==> src/rtl/ifq_multi.sv <==
// ifq_multi: instruction fetch queue between the icache and dispatch.
// Whole cache lines are fetched into a circular buffer of N_ENTRY slots, and
// dispatch receives one instruction per cycle. At most one icache request is
// outstanding. A redirect aborts that request and refetches from the target.
// Optional feature: define IFQ_BYPASS_EN to forward a returning line straight
// to dispatch when the queue is empty.
module ifq_multi #(
  parameter int N_ENTRY       = 4,
  parameter int INST_PER_LINE = 4
) (
  input  logic                          clk,
  input  logic                          reset,
  output logic [31:0]                   icache_pcin,
  output logic                          icache_ren,
  output logic                          icache_abort,
  input  logic [32*INST_PER_LINE-1:0]   icache_dout,
  input  logic                          icache_dout_valid,
  output logic [31:0]                   dispatch_pcout_plus4,
  output logic [31:0]                   dispatch_inst,
  output logic                          dispatch_empty,
  input  logic                          dispatch_ren,
  input  logic [31:0]                   dispatch_branch_addr,
  input  logic                          dispatch_branch_valid
);
  localparam int LINE_W = 32*INST_PER_LINE;
  localparam int OFF_W  = $clog2(INST_PER_LINE);
  localparam int SLOT_W = $clog2(N_ENTRY);
  localparam int PTR_W  = SLOT_W + OFF_W + 1;
  localparam logic [31:0] LINE_BYTES = 32'(4*INST_PER_LINE);

  typedef enum logic {IDLE, WAIT} state_t;

  state_t                         state_reg, state_next;
  logic [PTR_W-1:0]               rptr_reg, rptr_next, wptr_reg, wptr_next;
  logic [31:0]                    pcin_reg, pcin_next, head_pc_reg, head_pc_next;
  logic [N_ENTRY-1:0][LINE_W-1:0] mem_reg;

  logic [SLOT_W:0]   rd_line, wr_line, occ;
  logic [SLOT_W+1:0] committed;
  logic [SLOT_W-1:0] rd_slot, wr_slot;
  logic [OFF_W-1:0]  rd_off;
  logic [LINE_W-1:0] rd_line_data;
  logic [31:0]       mem_word [INST_PER_LINE];
  logic [31:0]       head_inst, branch_line, req_addr;
  logic              space, queue_empty, avail, bypass_hit, pop, req, abort, wr_en;
  logic              unused_addr_bits;

  // The two byte-offset bits of the redirect target carry no information.
  assign unused_addr_bits = &{1'b0, dispatch_branch_addr[1:0]};

  assign rd_line = rptr_reg[PTR_W-1:OFF_W];
  assign wr_line = wptr_reg[PTR_W-1:OFF_W];
  assign rd_slot = rptr_reg[PTR_W-2:OFF_W];
  assign wr_slot = wptr_reg[PTR_W-2:OFF_W];
  assign rd_off  = rptr_reg[OFF_W-1:0];

  // A request in flight already owns a slot, so a returned line always fits.
  assign occ       = wr_line - rd_line;
  assign committed = {1'b0, occ} + (SLOT_W+2)'(state_reg == WAIT);
  assign space     = committed < (SLOT_W+2)'(N_ENTRY);

  // The write pointer is always line aligned, so comparing line indices alone
  // also covers the post-redirect state where the read pointer sits at a
  // skipped-word offset of a line that has not arrived yet.
  assign queue_empty = (rd_line == wr_line);

  assign rd_line_data = mem_reg[rd_slot];
  assign branch_line  = {dispatch_branch_addr[31:OFF_W+2], {(OFF_W+2){1'b0}}};

  for (genvar gi = 0; gi < INST_PER_LINE; gi++) begin : g_word
    assign mem_word[gi] = rd_line_data[32*gi +: 32];
  end

`ifdef IFQ_BYPASS_EN
  logic [31:0] dout_word [INST_PER_LINE];
  for (genvar gi = 0; gi < INST_PER_LINE; gi++) begin : g_dout_word
    assign dout_word[gi] = icache_dout[32*gi +: 32];
  end
  assign bypass_hit = queue_empty && (state_reg == WAIT) && icache_dout_valid &&
                      !dispatch_branch_valid;
  assign head_inst  = bypass_hit ? dout_word[rd_off] : mem_word[rd_off];
`else
  assign bypass_hit = 1'b0;
  assign head_inst  = mem_word[rd_off];
`endif

  assign avail = !queue_empty || bypass_hit;
  assign pop   = dispatch_ren && avail && !dispatch_branch_valid;

  assign icache_ren           = req && !reset;
  assign icache_abort         = abort && !reset;
  assign icache_pcin          = req_addr;
  assign dispatch_empty       = reset || !avail;
  assign dispatch_inst        = head_inst;
  assign dispatch_pcout_plus4 = reset ? 32'd4 : head_pc_reg + 32'd4;

  // Next-state logic: redirect first, then fetch FSM, then dispatch pop.
  always_comb begin
    state_next   = state_reg;
    rptr_next    = rptr_reg;
    wptr_next    = wptr_reg;
    pcin_next    = pcin_reg;
    head_pc_next = head_pc_reg;
    req          = 1'b0;
    req_addr     = pcin_reg;
    abort        = 1'b0;
    wr_en        = 1'b0;
    if (dispatch_branch_valid) begin
      req          = 1'b1;
      req_addr     = branch_line;
      abort        = (state_reg == WAIT);
      pcin_next    = branch_line + LINE_BYTES;
      wptr_next    = '0;
      rptr_next    = {{(SLOT_W+1){1'b0}}, dispatch_branch_addr[OFF_W+1:2]};
      head_pc_next = {dispatch_branch_addr[31:2], 2'b00};
      state_next   = WAIT;
    end else begin
      case (state_reg)
        IDLE: begin
          if (space) begin
            req        = 1'b1;
            pcin_next  = pcin_reg + LINE_BYTES;
            state_next = WAIT;
          end
        end
        WAIT: begin
          if (icache_dout_valid) begin
            wr_en      = 1'b1;
            wptr_next  = wptr_reg + PTR_W'(INST_PER_LINE);
            state_next = IDLE;
          end
        end
        default: state_next = IDLE;
      endcase
      if (pop) begin
        rptr_next    = rptr_reg + PTR_W'(1);
        head_pc_next = head_pc_reg + 32'd4;
      end
    end
  end

  // Pointer, address and FSM state registers.
  always_ff @(posedge clk) begin
    if (reset) begin
      state_reg   <= IDLE;
      rptr_reg    <= '0;
      wptr_reg    <= '0;
      pcin_reg    <= '0;
      head_pc_reg <= '0;
    end else begin
      state_reg   <= state_next;
      rptr_reg    <= rptr_next;
      wptr_reg    <= wptr_next;
      pcin_reg    <= pcin_next;
      head_pc_reg <= head_pc_next;
    end
  end

  // Line buffer: cleared on reset, one whole line written per returned fetch.
  always_ff @(posedge clk) begin
    if (reset) begin
      for (int i = 0; i < N_ENTRY; i++) mem_reg[i] <= '0;
    end else if (wr_en) begin
      mem_reg[wr_slot] <= icache_dout;
    end
  end
endmodule
==> config.mk <==
export PLATFORM = sky130hd
export DESIGN_NAME = ifq_multi
export DESIGN_NICKNAME = d
export VERILOG_FILES = /design/src/rtl/ifq_multi.sv
export SDC_FILE = /design/constraint.sdc
export NUM_CORES = 1
export LEC_CHECK = 0
export CAP_MARGIN = 20
export CORE_AREA = 2 2 312 222
export DETAILED_ROUTE_END_ITERATION = 6
export DIE_AREA = 0 0 314 224
export SKIP_LAST_GASP = 1
export SLEW_MARGIN = 20
export SYNTH_ARGS = -nofsm -noshare
export SYNTH_HDL_FRONTEND = slang
export SYNTH_SLANG_ARGS = --single-unit
==> constraint.sdc <==
create_clock -name clk -period 3.6 [get_ports clk]
set_input_delay 0.72 -clock clk [delete_from_list [all_inputs] [get_ports clk]]
set_output_delay 0.72 -clock clk [all_outputs]
set_load 0.1 [all_outputs]
==> results by group <==
Floorplanning
  – Core area: 67400 um2
  – Die width: 314 um
  – # IOs: 264
  – Row cnt: 80
  – Initial Utilization: 0.386
  – DIE HEIGHT: 224 um
  – Die Footprint: 70300 um2

Worst hold path
  – Hold-critical path depth: 2
  – Hold Path Class: register to register

Placement
  – Place WS: 0.377 ns
  – IO Port Bufs: 255
  – HPWL after DPL: 55.6 mm
  – Placed Cells: 4047
  – GPL Wtd Cong: 0.890

Synthesis
  – Register area share after synthesis: 0.446
  – Top FF cell, synth: dfxtp_1
  – Yosys reg bits: 579
  – FFs w/ async S/R, synth: 0
  – Synthesized area: 26000 um2
  – Synthesized area per cell: 8.45 um2
  – Synth warn: 0
  – Synthesized instance count: 3078
  – Synth Area in Adders: 0.00510
  – Synth Area in Simple Gates: 0.206
  – Cell variety after synth: 59
  – Share of cell area taken by muxes after synthesis: 0.148
  – XOR/XNOR Fraction of Synth Area: 0.0211
  – Synth Area in Compound Gates: 0.131
  – Post-synth EDFFs: 0
  – Largest family of logic cells by synthesized area: simple AND/OR/NAND/NOR gates

Global route
  – Vias in the first global route: 20900
  – GRT Total Usage: 0.239
  – First-pass GRT wire length: 130 mm
  – Initial antenna violation count: 28
  – Global route overflow: 0
  – Largest net degree at the start of global routing: 153

STA
  – Hold Slack: 0.452 ns
  – Tmin final: 3.58 ns
  – Slew headroom: 0.439
  – Clock skew: 0.0141 ns
  – Final WS setup: 0.0185 ns
  – Count of pins over their slew limit: 0
  – Endpoints failing setup: 0
  – Fin crit share: 0.995
  – Worst slew pin tran: 0.842 ns
  – RSZ-0062 raised after global routing: yes
  – Peak Freq: 279 MHz
  – Hold Vio Cnt, Final: 0

Clock tree
  – Worst skew pair latency: 0.62 ns
  – Root buf cell: clkbuf_16
  – CTS tree: built
  – Max clock buf depth: 3
  – Clk slew on worst S/H paths: 0.06 ns
  – Total clock sinks: 579
  – H-tree depth: 2
  – Total CTS buffers: 56

Critical path
  – Crit path kind: register to primary output
  – Cell mode on critical path: mux4_2
  – CP Max Fanout: 24
  – Worst r2r path cells: 9
  – Worst path cell trace: buf_16, mux4_2, mux4_2, buf_12
  – CP max-delay cell: mux4_2
  – Type of element launching the critical path: register
  – CP endpoint kind: primary output
  – Crit path DAT: 2.86 ns
  – CP peak stage delay: 0.66 ns
  – CP Data Required Time: 2.88 ns
  – R2r setup slk: 0.98 ns

Finish
  – # nets final: 3383
  – Commonest non-fill, non-tap cell in the layout: nand2_1
  – Fin cells: 4167
  – Max reg flops: 512
  – Commonest non-fill, non-tap cells in the layout: nand2_1 (1090), dfxtp_1 (574), a21oi_1 (532), mux4_2 (160), clkdlybuf4s50_1 (160)
  – Layout cells sized above 1: 0.146
  – Area delta synth->final: 24.1%
  – Filler instances: 6337

Routing
  – DRC: 0
  – Router iterations before antenna repair: 5
  – Post-DR vias/cell: 5.40
  – Routed Antenna Nets: 0
  – Routed length per instance: 20.7 um
  – Via count: 22500
  – Final wirelength: 86.2 mm
  – Iteration-0 DRC Markers: 2145

Power and ir drop
  – Worst VDD drop: 383 uV
  – Tot Pwr: 14700 uW
  – Pwr dens: 454 nW/um2
  – Pleak: 0.0106 uW

Status
  – Run status: complete, no violations

Run
  – Max Cap Violations: 0
[critical path: cells and delay by family, from the launching register on]
family | cells | cell delay [ns]
buffers and inverters | 2 | 0.47
flip-flops | 1 | 0.48
multiplexers | 2 | 1.27
[path summary, 6_finish.rpt]
path | startpoint | end
setup / recovery | rptr_reg[2] | dispatch_inst[22]
setup reg to reg | rptr_reg[2] | pcin_reg[26]
hold reg to reg | mem_reg[225] | mem_reg[225]
hold / removal | mem_reg[225] | mem_reg[225]
[cell families (layout without fill, tap and decap cells)]
| family | count (synthesis) | in the layout |
|---|---|---|
| flops | 579 | 579 |
| compound gates | 635 | 635 |
| buf+inv | 288 | 461 |
| fa+ha+maj | 10 | 10 |
| other cells | 1 | 15 |
| mux | 182 | 182 |
| xor+xnor | 61 | 61 |
| simple gates | 1322 | 1322 |
[stage by stage]
| stage | setup TNS, ns | util | cell area (um2) |
|---|---|---|---|
| 5_1_grt | -0.177 | 0.479 | 32300 |
| 3_3_place_gp | 0 | 0.448 | 30200 |
| 3_5_place_dp | 0 | 0.448 | 30200 |
| 4_1_cts | -0.0932 | 0.478 | 32200 |
| 2_1_floorplan | -0.177 | - | 26100 |
| 6_report | 0 | 0.479 | 32300 |
[synth_stat cells (3+ instances only)]
cell,n,area (um2)
nand2_1,1096,4110
dfxtp_1,579,11600
a21oi_1,535,2680
clkbuf_1,225,845
mux4_2,160,3600
nor2_1,60,225
nand3_1,50,250
xor2_1,31,272
xnor2_1,29,254
inv_1,27,101
nand4_1,27,169
o21ai_0,25,125
a211oi_1,20,150
nor3_1,17,85.1
buf_1,14,52.6
mux2_2,14,158
buf_2,12,60.1
or3_1,11,68.8
nor4_1,10,62.6
and2_1,9,56.3
and3_1,9,56.3
ha_1,9,113
nand3b_1,9,67.6
mux2i_1,8,80.1
a2111oi_0,6,52.6
a311oi_1,6,52.6
a31oi_1,6,37.5
and4_1,6,52.6
buf_4,6,45.0
a22oi_1,5,37.5
nand4b_1,5,43.8
a21o_1,4,30.0
a221oi_1,3,26.3
a311o_1,3,30.0
nand2b_1,3,18.8
nor2b_1,3,18.8
o2111ai_1,3,26.3
o211ai_1,3,22.5
[area by class of cell]
cell class / count / area [um2] / area share
diodes: 9 / 22.5 / 0.000698
well taps: 902 / 1130 / 0.0350
inverters: 28 / 109 / 0.00337
clock buffers: 83 / 1700 / 0.0526
repair buffers: 327 / 3970 / 0.123
clock inverters: 23 / 310 / 0.00961
flip-flops and latches: 579 / 11600 / 0.359
multi-input cells: 2216 / 13400 / 0.417
[report_power, final]
| group | switching, uW | internal, uW |
|---|---|---|
| Combinational | 1080 | 559 |
| Sequential | 89.9 | 6510 |
| Clock | 2640 | 3770 |
| Total | 3820 | 10800 |
[routing by layer]
layer,global-route usage,routed length (um),vias to the layer above
li1,-,-,10800
met1,0.342,39000,10800
met2,0.359,38300,725
met3,0.0580,6900,135
met4,0.0614,1870,22
met5,0,120,-
[timing repair]
item	CTS	global route
setup buffers	2	2
endpoints found under the hold margin	0	0
pin swaps	0	1
gates resized for setup	4	4
hold buffers	0	0
endpoints found under the setup margin	17	15
gates cloned	0	1
No activity file was read; power rests on OpenSTA's default activity.
